## config.mk

```make
export PLATFORM = sky130hd
export DESIGN_NAME = data_memory_arbiter_flat
export DESIGN_NICKNAME = d
export VERILOG_FILES = /design/src/rtl/data_memory_arbiter_if.sv /design/src/rtl/data_memory_arbiter.sv /design/src/flat_wrapper.sv
export SDC_FILE = /design/constraint.sdc
export NUM_CORES = 1
export LEC_CHECK = 0
export ABC_AREA = 1
export BUFFER_PORTS_ARGS = -buffer_cell sky130_fd_sc_hd__buf_2
export CAP_MARGIN = 15
export CORE_ASPECT_RATIO = 0.5
export CORE_UTILIZATION = 25
export DETAILED_ROUTE_END_ITERATION = 10
export GPL_ROUTABILITY_DRIVEN = 0
export HOLD_SLACK_MARGIN = 0.02
export PLACE_DENSITY = 0.56
export SYNTH_ARGS = -nofsm -noshare
export SYNTH_HDL_FRONTEND = slang
export SYNTH_SLANG_ARGS = --single-unit
```

## constraint.sdc

```tcl
create_clock -name i_clock -period 1.3 [get_ports i_clock]
set_input_delay 0.195 -clock i_clock [delete_from_list [all_inputs] [get_ports i_clock]]
set_output_delay 0.195 -clock i_clock [all_outputs]
set_load 0.05 [all_outputs]
```

## src/rtl/data_memory_arbiter_if.sv

```systemverilog
// rtl/data_memory_arbiter_if.sv - word request/response port between a requester and the data memory arbiter
interface data_memory_arbiter_if #(
    parameter int DATA_W = 32
);
    logic              req;
    logic              we;
    logic [31:0]       addr;
    logic [DATA_W-1:0] wdata;
    logic              ack;
    logic [DATA_W-1:0] rdata;
    logic              err;

    modport master (output req, we, addr, wdata, input  ack, rdata, err);
    modport slave  (input  req, we, addr, wdata, output ack, rdata, err);
endinterface

```

## src/rtl/data_memory_arbiter.sv

```systemverilog
// rtl/data_memory_arbiter.sv - two-port arbiter/sequencer for the single-port data memory (option: MEM_ARB_ROUND_ROBIN_EN)
module data_memory_arbiter #(
    parameter int DATA_W = 32,
    parameter int DEPTH  = 32
) (
    input  logic                 i_clock,
    input  logic                 i_reset,
    data_memory_arbiter_if.slave p0,
    data_memory_arbiter_if.slave p1,
    output logic                 o_mem_write,
    output logic                 o_mem_read,
    output logic [31:0]          o_mem_address,
    output logic [DATA_W-1:0]    o_mem_write_data,
    input  logic [DATA_W-1:0]    i_mem_result
);
    localparam logic [31:0] LP_DEPTH = 32'(DEPTH);

    typedef enum logic [1:0] {
        S_IDLE  = 2'd0,
        S_ISSUE = 2'd1,
        S_RESP  = 2'd2
    } state_t;

    state_t            r_state;
    state_t            w_next_state;

    logic              r_owner;
    logic              r_we;
    logic              r_err;
    logic [31:0]       r_addr;
    logic [DATA_W-1:0] r_wdata;
    logic [DATA_W-1:0] r_p0_rdata;
    logic [DATA_W-1:0] r_p1_rdata;
    logic              r_p0_err;
    logic              r_p1_err;

    logic              w_any_req;
    logic              w_grant;
    logic              w_in_range;
    logic [DATA_W-1:0] w_resp_data;
    logic              w_p0_ack;
    logic              w_p1_ack;

    assign w_any_req   = p0.req | p1.req;
    assign w_in_range  = (r_addr < LP_DEPTH);
    // Writes and rejected addresses return zero data
    assign w_resp_data = (r_we || r_err) ? '0 : i_mem_result;

`ifdef MEM_ARB_ROUND_ROBIN_EN
    logic r_last_grant;

    // On contention the port that was not granted last wins
    always_comb begin
        w_grant = ~p0.req;
        if (p0.req && p1.req) begin
            w_grant = ~r_last_grant;
        end
    end

    // Last-grant pointer moves on every grant; reset value lets port 0 win first
    always_ff @(posedge i_clock or negedge i_reset) begin
        if (!i_reset) begin
            r_last_grant <= 1'b1;
        end else if (r_state == S_IDLE && w_any_req) begin
            r_last_grant <= w_grant;
        end
    end
`else
    // Fixed priority: port 0 wins whenever it requests
    always_comb begin
        w_grant = ~p0.req;
    end
`endif

    // FSM state register
    always_ff @(posedge i_clock or negedge i_reset) begin
        if (!i_reset) begin
            r_state <= S_IDLE;
        end else begin
            r_state <= w_next_state;
        end
    end

    // Next state, one-cycle memory strobes and ack decode
    always_comb begin
        w_next_state     = r_state;
        o_mem_write      = 1'b0;
        o_mem_read       = 1'b0;
        o_mem_address    = '0;
        o_mem_write_data = '0;
        w_p0_ack         = 1'b0;
        w_p1_ack         = 1'b0;
        case (r_state)
            S_IDLE: begin
                if (w_any_req) begin
                    w_next_state = S_ISSUE;
                end
            end
            S_ISSUE: begin
                if (w_in_range) begin
                    o_mem_address = r_addr;
                    o_mem_write   = r_we;
                    o_mem_read    = ~r_we;
                    if (r_we) begin
                        o_mem_write_data = r_wdata;
                    end
                end
                w_next_state = S_RESP;
            end
            S_RESP: begin
                w_p0_ack     = ~r_owner;
                w_p1_ack     = r_owner;
                w_next_state = S_IDLE;
            end
            default: begin
                w_next_state = S_IDLE;
            end
        endcase
    end

    // Latch the winning request, flag bad addresses, keep per-port response
    always_ff @(posedge i_clock or negedge i_reset) begin
        if (!i_reset) begin
            r_owner    <= 1'b0;
            r_we       <= 1'b0;
            r_err      <= 1'b0;
            r_addr     <= '0;
            r_wdata    <= '0;
            r_p0_rdata <= '0;
            r_p1_rdata <= '0;
            r_p0_err   <= 1'b0;
            r_p1_err   <= 1'b0;
        end else begin
            case (r_state)
                S_IDLE: begin
                    if (w_any_req) begin
                        r_owner <= w_grant;
                        r_we    <= w_grant ? p1.we    : p0.we;
                        r_addr  <= w_grant ? p1.addr  : p0.addr;
                        r_wdata <= w_grant ? p1.wdata : p0.wdata;
                        r_err   <= 1'b0;
                    end
                end
                S_ISSUE: begin
                    r_err <= ~w_in_range;
                end
                S_RESP: begin
                    if (r_owner) begin
                        r_p1_rdata <= w_resp_data;
                        r_p1_err   <= r_err;
                    end else begin
                        r_p0_rdata <= w_resp_data;
                        r_p0_err   <= r_err;
                    end
                end
                default: begin
                end
            endcase
        end
    end

    // Response is live during the ack cycle, then held until the next ack
    assign p0.ack   = w_p0_ack;
    assign p1.ack   = w_p1_ack;
    assign p0.rdata = w_p0_ack ? w_resp_data : r_p0_rdata;
    assign p1.rdata = w_p1_ack ? w_resp_data : r_p1_rdata;
    assign p0.err   = w_p0_ack ? r_err : r_p0_err;
    assign p1.err   = w_p1_ack ? r_err : r_p1_err;
endmodule

```

## src/flat_wrapper.sv

```systemverilog
// flat-port wrapper written by rule: the top's interface ports become plain ports
module data_memory_arbiter_flat 
#(
    parameter int DATA_W = 32,
    parameter int DEPTH  = 32
)
  (i_clock, i_reset, o_mem_write, o_mem_read, o_mem_address, o_mem_write_data, i_mem_result, p0_req, p0_we, p0_addr, p0_wdata, p0_ack, p0_rdata, p0_err, p1_req, p1_we, p1_addr, p1_wdata, p1_ack, p1_rdata, p1_err);
  data_memory_arbiter_if #(.DATA_W(DATA_W)) p0_i ();
  data_memory_arbiter_if #(.DATA_W(DATA_W)) p1_i ();
  input  logic i_clock;
  input  logic i_reset;
  output logic o_mem_write;
  output logic o_mem_read;
  output logic [31:0] o_mem_address;
  output logic [DATA_W-1:0] o_mem_write_data;
  input  logic [DATA_W-1:0] i_mem_result;
  input wire logic [$bits(p0_i.req)-1:0] p0_req;
  input wire logic [$bits(p0_i.we)-1:0] p0_we;
  input wire logic [$bits(p0_i.addr)-1:0] p0_addr;
  input wire logic [$bits(p0_i.wdata)-1:0] p0_wdata;
  output wire logic [$bits(p0_i.ack)-1:0] p0_ack;
  output wire logic [$bits(p0_i.rdata)-1:0] p0_rdata;
  output wire logic [$bits(p0_i.err)-1:0] p0_err;
  input wire logic [$bits(p1_i.req)-1:0] p1_req;
  input wire logic [$bits(p1_i.we)-1:0] p1_we;
  input wire logic [$bits(p1_i.addr)-1:0] p1_addr;
  input wire logic [$bits(p1_i.wdata)-1:0] p1_wdata;
  output wire logic [$bits(p1_i.ack)-1:0] p1_ack;
  output wire logic [$bits(p1_i.rdata)-1:0] p1_rdata;
  output wire logic [$bits(p1_i.err)-1:0] p1_err;
  assign p0_i.req = p0_req;
  assign p0_i.we = p0_we;
  assign p0_i.addr = p0_addr;
  assign p0_i.wdata = p0_wdata;
  assign p0_ack = p0_i.ack;
  assign p0_rdata = p0_i.rdata;
  assign p0_err = p0_i.err;
  assign p1_i.req = p1_req;
  assign p1_i.we = p1_we;
  assign p1_i.addr = p1_addr;
  assign p1_i.wdata = p1_wdata;
  assign p1_ack = p1_i.ack;
  assign p1_rdata = p1_i.rdata;
  assign p1_err = p1_i.err;
  data_memory_arbiter #(.DATA_W(DATA_W), .DEPTH(DEPTH)) u_core (.i_clock(i_clock), .i_reset(i_reset), .p0(p0_i), .p1(p1_i), .o_mem_write(o_mem_write), .o_mem_read(o_mem_read), .o_mem_address(o_mem_address), .o_mem_write_data(o_mem_write_data), .i_mem_result(i_mem_result));
endmodule
```

## Word-level counts from Yosys, hierarchy flattened

Cells that the tools add are included.

| word-level totals | value |
|---|---|
| bits of input ports | 166 |
| register bits after elaboration | 135 |

| operators by class | value |
|---|---|
| order comparisons | 1 |
| reductions and logical operators | 7 |
| bitwise gates (word level) | 5 |
| multiplexer cells | 23 |
| equal/unequal tests | 3 |

Operators by type and width:

| kind | number |
|---|---|
| 2-to-1 mux 32 bit | 10 |
| less-than comparator 32 x 6 -> 1 bit, second input constant | 1 |
| 2-to-1 mux 1 bit | 10 |
| AND reduction 2 bit | 4 |
| inverter 1 bit | 4 |
| case mux 2 bit (2 select lines) | 1 |
| equality test 2 x 1 -> 1 bit, second input constant | 1 |
| equality test 2 bit, second input constant | 1 |
| logical NOT 2 bit | 1 |
| 2-to-1 mux 2 bit | 1 |
| inequality test 2 x 1 -> 1 bit, second input constant | 1 |
| case mux 1 bit (2 select lines) | 1 |
| nonzero test 2 bit | 1 |
| logical OR 1 bit | 1 |
| OR 1 bit | 1 |

## Longest topological paths before layout

Gate-level depths: netlist of run 1.

| logic depth | value |
|---|---|
| depth after elaboration | 3 |
| gate-level depth with buffers | 8 |

## Worst setup path before layout of run 1

Ideal clock, no wire load.

| path | value |
|---|---|
| path kind | reg-to-reg |
| start | register u_core.r_state[0] |
| end | register u_core.r_p1_err |
| clock period less this slack | 2.073 ns |
| arrival | 1.824 ns |
| cell stages (with the launch flop) | 4 |
| slack | -0.773 ns |
| path through | dfrtp_1 > inv_1 > nand3_1 > o21ai_0 |

| between the ends | value |
|---|---|
| word-level cells in the longest chain between the ends | 2 |

Ends and longest elaborated chain:

| element | RTL line | RTL |
|---|---|---|
| start: declaration | data_memory_arbiter.sv:24 | `state_t r_state;` |
| start signal: assignment | data_memory_arbiter.sv:80 | `r_state <= w_next_state;` |
| equality test 2 bit | data_memory_arbiter.sv:134 | `case (r_state)` |
| AND reduction 2 bit (no line) | -- |  |
| end signal: assignment | data_memory_arbiter.sv:150 | `r_p1_err <= r_err;` |
| end: declaration | data_memory_arbiter.sv:35 | `logic r_p1_err;` |

No other way between the ends.
A chain may end at the register's enable or synchronous reset.

## Final worst setup path of run 1

| path | value |
|---|---|
| start | register u_core.r_addr[11] |
| end | output port o_mem_write_data[29] |

| between the ends | value |
|---|---|
| word-level cells in the longest chain between the ends | 3 |

Ends and longest elaborated chain:

| element | RTL line | RTL |
|---|---|---|
| start: declaration | data_memory_arbiter.sv:30 | `logic [31:0] r_addr;` |
| start signal: assignment | data_memory_arbiter.sv:139 | `r_addr <= w_grant ? p1.addr : p0.addr;` |
| less-than comparator 32 x 6 -> 1 bit | data_memory_arbiter.sv:45 | `assign w_in_range = (r_addr < LP_DEPTH);` |
| 2-to-1 mux 32 bit | data_memory_arbiter.sv:100 | `if (w_in_range) begin` |
| 2-to-1 mux 32 bit | data_memory_arbiter.sv:93 | `case (r_state)` |
| end: declaration | flat_wrapper.sv:15 | `output logic [DATA_W-1:0] o_mem_write_data;` |

No other way between the ends.

==> run metrics, run 1 <==
status=finished, violations left; failing checks=negative setup slack; worst-path cell chain=inv_1 -> nand2_1 -> nor2_1 -> nand2_1 -> nor2_4 -> nand3_4 -> buf_12 -> nor2_4 -> buf_6; gr ovfl total=0; layout cells sized above 1=63.5%; Die ar.=30,100 µm²; WHS=0.0380 ns; worst reg-to-reg path cell count=9; Die Y-Extent=123 µm; pin count of the biggest net entering global routing=77; Clk pwr share=14.3%; Logic pwr share=65.8%; post-synthesis sequential area ratio=46.0%; Filler Cell Count=2,358; post-synthesis mux area share=0%; CP max-delay cell=dfrtp_1; worst r2r src=u_core.r_state[0]; clk slew on worst S/H paths=0.06 ns; Synth Warn #=0; worst hold path class=in2reg; first-pass GRT wire length=38,800 µm; RSZ-0062 raised after global routing=yes; CP arrival=1.96 ns; final net count=1,486; VDD IR max=1400 µV; Final Skew=0.0128 ns; Worst setup SP type=register; CP required=1.11 ns; final setup margin=-0.856 ns; ys async rst share=100%; floorplan row count=43; root buffer cell=clkbuf_16; Port Buffers=272; via/cell ratio=4.31; DRT antenna net count=0; dpl hpwl=16,700 µm; routed via count=7,398; final setup violation count=226; Post-synth EDFFs=0; CTS tree=yes; post-placement cell count=1,571; initial antenna violation count=1; post-synthesis cell area=7340 µm²; number of global-route vias before repair=7,664; post-synthesis instance total=880; residual DRC count=0; Yosys top cell area share=46.0%; switching power=0.0161 W; Critical Path End Type=output pin; Synth Area in Simple Gates=20.1%; commonest cells in the netlist=nand2_1, inv_1, dfrtp_1; Max clock buf depth=2; Yosys cell types=20; Max-Cap Viols=0; Synth Area in Compound Gates=17.0%; Setup CP Type=reg2out; largest cells by area after synthesis=dfrtp_1, nand2_1, o211ai_2, inv_1, buf_4; Total Routing Usage GR=16.8%; Starting Density=25.9%; final slew viol count=0; Yosys top cell by area=dfrtp_1; 1st-iter DRT viols=261; fmax=464 MHz; post-route insts no fill=1,715; cell leakage power=7.41 nW; Setup TNS Final=-95.33 ns; critical path's largest stage delay=0.37 ns; Mean Syn Cell Area=8.34 µm²; worst-path maximum fanout=19; final hold viol count=0; most frequent cell after synthesis=nand2_1; Worst-Skew Late Latency=0.44 ns; Pint=0.0206 W; final wirelength=27,100 µm; DP Area=11,300 µm²; Post-Synth XOR/XNOR Area=0%; pwr dens=2400 nW/µm²; Yosys reg bits=135; Routed WL per cell=15.8 µm; DR pass1 iterations=4; sequential share of power=19.9%; adder-cell share of the synthesized area=0%; switching share of power=43.8%; CP endpoint=o_mem_write_data[29]; cts bufs inserted=17; clock sinks=135; R2R Path End=u_core.r_p0_rdata[4]; min Tclk post-route=2.16 ns; htree depth=4; Core Area=28,300 µm²; Post-Layout Inst Area=15,300 µm²; Die W=244 µm; io pins=300; Worst R2R Setup Slack=-0.26 ns; largest family of logic cells by synthesized area=simple AND/OR/NAND/NOR gates; Area growth, synth to finish=108%; final period utilization=166%; Setup crit start=u_core.r_addr[11]; Post-synth top flop=dfrtp_1
## placed cells by master, fill, tap and decap left out, types with 50 or more instances in the layout
cell type,synthesis,layout
buf_12,8,50
buf_2,21,163
buf_6,6,78
buf_8,0,62
dfrtp_1,135,135
dlygate4sd3_1,0,51
inv_1,161,149
nand2_1,280,85
nand2_4,0,85
nand2_8,0,61
o211ai_2,64,59
## cell families (layout without fill, tap and decap cells)
family	Yosys count	after routing
simple gates	366	366
flops	135	135
buf+inv	244	670
compound gates	134	134
other cells	1	28
## layout make-up
cell class | count | area [µm²] | area share, %
Timing Repair inverter | 2 | 32.5 | 0.213
Tap cell | 382 | 478 | 3.13
Antenna cell | 1 | 2.50 | 0.0164
Clock buffer | 19 | 453 | 2.96
Multi-Input combinational cell | 527 | 5070 | 33.2
Sequential cell | 135 | 3380 | 22.1
Inverter | 170 | 687 | 4.49
Timing Repair Buffer | 467 | 5010 | 32.8
Clock inverter | 12 | 175 | 1.15
## power groups by stage
stage | logic [W] | clock network, W | registers, W
floorplan | 0.0122 | 0 | 0.00689
global placement | 0.0165 | 0 | 0.00694
detailed placement | 0.0166 | 0 | 0.00699
CTS | 0.0219 | 0.00535 | 0.00694
global route | 0.0254 | 0.00554 | 0.00744
finish | 0.0241 | 0.00523 | 0.00728
## worst min path at each step
stage / startpoint / endpoint / slack, ns / cells past startpoint
after floorplan: i_reset / u_core.r_addr[0] / -0.10 / 0
after global placement: i_reset / u_core.r_addr[0] / 0.1 / 1
after detailed placement: i_reset / u_core.r_addr[0] / 0.09 / 1
after CTS: p1_addr[5] / u_core.r_addr[5] / 0.02 / 3
after global routing: p1_addr[23] / u_core.r_addr[23] / 0.02 / 3
final: p1_addr[27] / u_core.r_addr[27] / 0.04 / 3
## registers in the layout, indices dropped and copies added, names as in the netlist
signal	count
u_core.r_addr	32
u_core.r_p0_rdata	32
u_core.r_p1_rdata	32
u_core.r_wdata	32
u_core.r_state	2
u_core.r_err	1
u_core.r_owner	1
u_core.r_p0_err	1
u_core.r_p1_err	1
u_core.r_we	1
## worst max-delay path: cells and delay by family (launching register included)
kind                   cells  cell delay, ns
and+or+nand+nor            6            0.68
buffers and inverters      3            0.45
DFF                        1            0.37
## metal layers
metal | share of wire (%) | track usage, % | vias up
met1 | 39 | 18.3 | 3695
met5 | 0 | 0 | -
met4 | 2.5 | 5.00 | 0
met3 | 2.9 | 4.23 | 50
met2 | 56 | 32.1 | 143
li1 | - | - | 3510
## per-stage QoR
stage                     setup WS [ns]  util [%]  power, W
after floorplan                  -0.295         -    0.0191
after global placement           -0.476      39.8    0.0234
after detailed placement         -0.500      39.8    0.0236
after CTS                        -0.862      50.6    0.0342
after global routing             -0.968      54.0    0.0384
final                            -0.856      54.0    0.0366
## what timing repair did
item | CTS | global route
hold buffers | 48 | 3
endpoints found under the setup margin | 195 | 239
endpoints found under the hold margin | 182 | 3
pin swaps | 37 | 45
resized for setup | 384 | 218
gates cloned | 15 | 10
setup buffers | 26 | 29
Power figures use the tool's default switching activity.
==> inputs of run 2 (changes only) <==
CORE_ASPECT_RATIO = default   (was 0.5)
==> run metrics, run 2 (synthesis gave the netlist of run 1 again) <==
cts bufs inserted=17; routed via count=7,318; Setup TNS Final=-89.58 ns; worst hold path class=in2reg; dpl hpwl=15,700 µm; 1st-iter DRT viols=182; Area growth, synth to finish=114%; DP Area=11,300 µm²; RSZ-0062 raised after global routing=yes; Max clock buf depth=2; Endpoint, Worst Hold=u_core.r_wdata[7]; DRT antenna net count=0; pwr dens=2350 nW/µm²; Total Routing Usage GR=17.2%; worst r2r src=u_core.r_state[1]; final slew viol count=0; Filler Cell Count=2,366; Routed WL per cell=15.6 µm; final setup violation count=221; min Tclk post-route=2.15 ns; worst reg-to-reg path cell count=10; status=finished, violations left; via/cell ratio=4.20; Place WS=-0.553 ns; CP arrival=1.95 ns; worst-path maximum fanout=6; gr ovfl total=0; final wirelength=27,100 µm; root buffer cell=clkbuf_16; most frequent cells in the layout=buf_2, inv_1, dfrtp_1; failing checks=negative setup slack; final net count=1,510; Die ar.=30,100 µm²; VDD IR max=933 µV; final setup margin=-0.846 ns; CP required=1.11 ns; residual DRC count=0; clock sinks=135; Worst-Skew Late Latency=0.42 ns; worst-path cell chain=inv_1 -> nand2_1 -> nor2_2 -> nand2_2 -> nor2_4 -> nand3_4 -> buf_12 -> buf_16 -> nor2_4 -> buf_8; clk slew on worst S/H paths=0.06 ns; post-route insts no fill=1,741; number of global-route vias before repair=7,489; initial antenna violation count=1; post-placement cell count=1,588; Core Area=28,800 µm²; final period utilization=165%; Die Y-Extent=173 µm; Max-Cap Viols=0; layout cells sized above 1=65.2%; final hold viol count=0; Worst R2R Setup Slack=-0.32 ns; total chip power=0.0370 W; Worst setup SP type=register; fmax=466 MHz; htree depth=4; io pins=300; R2R Path End=u_core.r_p0_rdata[14]; pin count of the biggest net entering global routing=37; critical hold path startpoint=p1_wdata[7]; critical path's largest stage delay=0.36 ns; CP max-delay cell=dfrtp_1; first-pass GRT wire length=40,600 µm; Post-Layout Inst Area=15,700 µm²; Ant. Diodes=0; Port Buffers=272; DR pass1 iterations=4; Final Skew=0.0114 ns; Critical Path End Type=output pin; cell leakage power=7.95 nW; Starting Density=25.5%; CTS tree=yes; most used cell along the critical path=nor2_4; floorplan row count=62; Setup CP Type=reg2out; commonest non-fill, non-tap cell in the layout=buf_2; Die W=173 µm; Worst Hold Depth=3
[run 2: cell types whose count changed in the layout (fill, tap and decap cells not counted), sizes merged]
cell,change
diode,-1
clkinvlp,+1
buf,+37
inv,+1
clkinv,+1
bufinv,-1
dlygate4sd3,-14
[run 2: metal layers]
layer	GRT usage (%)	share of wire [%]	up-vias
met3	3.90	4.1	26
li1	-	-	3578
met4	5.35	1.6	0
met1	20.7	40	3516
met5	0	0	-
met2	30.4	54	198
[run 2: layout make-up]
cell class	count	area, µm²	area share [%]
timing repair buffer	490	5300	33.7
clock inverter	13	148	0.938
clock buffer	19	443	2.82
tap	384	480	3.05
inverter	170	696	4.42
multi-input combinational	527	5240	33.3
timing repair inverter	3	47.5	0.302
sequential	135	3380	21.5
[run 2: worst max-delay path, delay by kind of cell, from the launching register on]
family | cells | cell delay, ns
buffers and inverters | 4 | 0.54
flip-flops | 1 | 0.36
AND/OR/NAND/NOR | 6 | 0.62
[run 2: through the flow]
stage	hold WS, ns	utilization [%]
6_report	0.0257	54.7
5_1_grt	0.0209	54.7
4_1_cts	0.0208	51.6
3_5_place_dp	0.114	39.3
3_3_place_gp	0.111	39.3
2_1_floorplan	-0.101	-
[run 2: worst max path at each step]
| stage | start | end | slack (ns) | cells after the start |
|---|---|---|---|---|
| detailed placement | u_core.r_addr[30] | o_mem_address[0] | -0.55 | 9 |
| global placement | u_core.r_addr[30] | o_mem_write_data[31] | -0.54 | 9 |
| floorplan | u_core.r_addr[19] | o_mem_write_data[12] | -0.29 | 8 |
| finish | u_core.r_addr[20] | o_mem_write_data[8] | -0.85 | 10 |
| global route | u_core.r_addr[17] | o_mem_write_data[8] | -0.95 | 10 |
| CTS | u_core.r_addr[28] | o_mem_write_data[28] | -0.88 | 10 |
[run 2: timing repair]
item / in CTS / in global routing
hold endpoints to repair: 157 / 1
cloned: 19 / 9
pin swaps: 26 / 46
hold buffers: 36 / 1
setup buffers: 49 / 33
resized for setup: 495 / 207
setup endpoints to repair: 210 / 239
[run 2: report_power, final]
group	internal (W)	total (W)	switching, W
clock network	0.00290	0.00492	0.00202
registers	0.00609	0.00723	0.00114
logic	0.0116	0.0249	0.0132
==> inputs of run 3 (changes only) <==
PLACE_DENSITY = 0.47   (was 0.56)
REMOVE_ABC_BUFFERS = 1   (was default)
==> run metrics, run 3 (synthesis gave the netlist of run 1 again) <==
status=finished, violations left; failing checks=negative setup slack; min Tclk post-route=2.15 ns; dpl hpwl=15,000 µm; 1st-iter DRT viols=273; Worst R2R Setup Slack=-0.43 ns; cell family with most CP delay=simple AND/OR/NAND/NOR gates; met2 Use GR=27.2%; residual DRC count=0; Critical Path End Type=output pin; final wirelength=29,000 µm; DRT antenna net count=0; commonest non-fill, non-tap cell in the layout=buf_2; VDD IR max=994 µV; via/cell ratio=4.29; worst hold path class=in2reg; sequential share of power=19.6%; CP arrival=1.95 ns; Filler Cell Count=2,500; Clk pwr share=14.1%; final period utilization=165%; GRT met1 Usage=20.3%; most frequent cells in the layout=buf_2, inv_1, nand2_4; cts bufs inserted=17; Worst Hold Depth=3; pin count of the biggest net entering global routing=38; CP max-delay cell=dfrtp_1; final slew viol count=0; Die Y-Extent=173 µm; CP bufs+invs=4; critical hold path startpoint=p1_addr[20]; met3 Use GR=3.29%; Max-Cap Viols=0; worst r2r src=u_core.r_state[0]; final hold viol count=0; Pint=0.0204 W; RSZ-0062 raised after global routing=yes; worst-path cell chain=inv_1 -> nand2_1 -> nor2_1 -> nand2_1 -> nor2_4 -> buf_4 -> buf_6 -> nand3_4 -> nor2_4 -> buf_8; final setup violation count=223; pwr dens=2440 nW/µm²; root buffer cell=clkbuf_16; worst-path maximum fanout=6; DR pass1 iterations=4; switching power=0.0159 W; Max clock buf depth=2; Routed WL per cell=16.5 µm; CTS tree=yes; Final Skew=0.0111 ns; cell leakage power=7.41 nW; final net count=1,522; switching share of power=43.8%; Die ar.=30,100 µm²; WHS=0.0337 ns; layout cells sized above 1=63.6%; Endpoint, Worst Hold=u_core.r_addr[20]; io pins=300; final setup margin=-0.846 ns; htree depth=4; first-pass GRT wire length=37,700 µm; Total Routing Usage GR=15.9%; Starting Density=25.5%; Core Area=28,800 µm²; Setup CP Type=reg2out; Ant. Diodes=0; gr ovfl total=0; critical path's largest stage delay=0.36 ns; total chip power=0.0363 W; worst reg-to-reg path cell count=11; initial antenna violation count=0; number of global-route vias before repair=7,225; Port Buffers=272; Logic pwr share=66.2%; floorplan row count=62; clock sinks=135; routed via count=7,514; CP required=1.11 ns; fmax=466 MHz; Worst-Skew Late Latency=0.42 ns; Worst setup SP type=register; R2R Path End=u_core.r_p1_rdata[22]; Area growth, synth to finish=103%; grt peak-use layer=met2; clk slew on worst S/H paths=0.07 ns; Die W=173 µm
-- run 3: worst max path at each step --
stage	startpoint	to	depth (start not counted)
2_1_floorplan	u_core.r_state[0]	u_core.r_p0_err	3
3_3_place_gp	u_core.r_addr[10]	o_mem_write_data[14]	9
3_5_place_dp	u_core.r_addr[10]	o_mem_address[2]	9
4_1_cts	u_core.r_addr[10]	o_mem_write_data[31]	9
5_1_grt	u_core.r_addr[17]	o_mem_address[2]	10
6_report	u_core.r_addr[30]	o_mem_address[2]	10
-- run 3: cell type report --
class / instances / area, µm² / area share [%]
timing repair buffer: 504 / 5240 / 35.2
clock buffer: 19 / 453 / 3.04
multi-input combinational: 527 / 4490 / 30.2
inverter: 170 / 677 / 4.54
sequential: 135 / 3380 / 22.7
tap: 384 / 480 / 3.23
timing repair inverter: 1 / 16.3 / 0.109
clock inverter: 13 / 158 / 1.06
-- run 3: metal layers --
metal  vias up  share of wire, %
met5         -                 0
met4         0               2.4
met3        39               6.0
met2       278                50
met1      3619                41
li1       3578                 -
-- run 3: metrics by stage --
stage / instance area (µm²) / setup slack [ns] / instances / util [%] / setup TNS [ns]
2_1_floorplan: 6840 / -1.65 / 832 / - / -284.18
3_3_place_gp: 9800 / -0.503 / 1603 / 34.0 / -44.29
3_5_place_dp: 9800 / -0.497 / 1603 / 34.0 / -45.99
4_1_cts: 12600 / -0.869 / 1716 / 43.8 / -93.23
5_1_grt: 14900 / -0.994 / 1753 / 51.8 / -108.91
6_report: 14900 / -0.846 / 1753 / 51.8 / -89.35
-- run 3: repair_timing --
item,4_1_cts,5_1_grt
endpoints found under the setup margin,225,237
cloned,8,24
hold buffers,33,0
gates resized for setup,408,448
buffers inserted,40,61
endpoints found under the hold margin,115,0
pin swaps,36,69
-- run 3: power by group through the flow --
stage	Sequential (W)	Clock [W]	Combinational [W]
after floorplan	0.00646	0	0.00769
after global placement	0.00662	0	0.0136
after detailed placement	0.00666	0	0.0137
after CTS	0.00683	0.00525	0.0182
after global routing	0.00732	0.00542	0.0253
final	0.00713	0.00513	0.0240
-- run 3: tightest hold or removal path: cells and delay by family --
kind	cells	cell delay, ns
compound gates	2	0.13
buf+inv	1	0.09
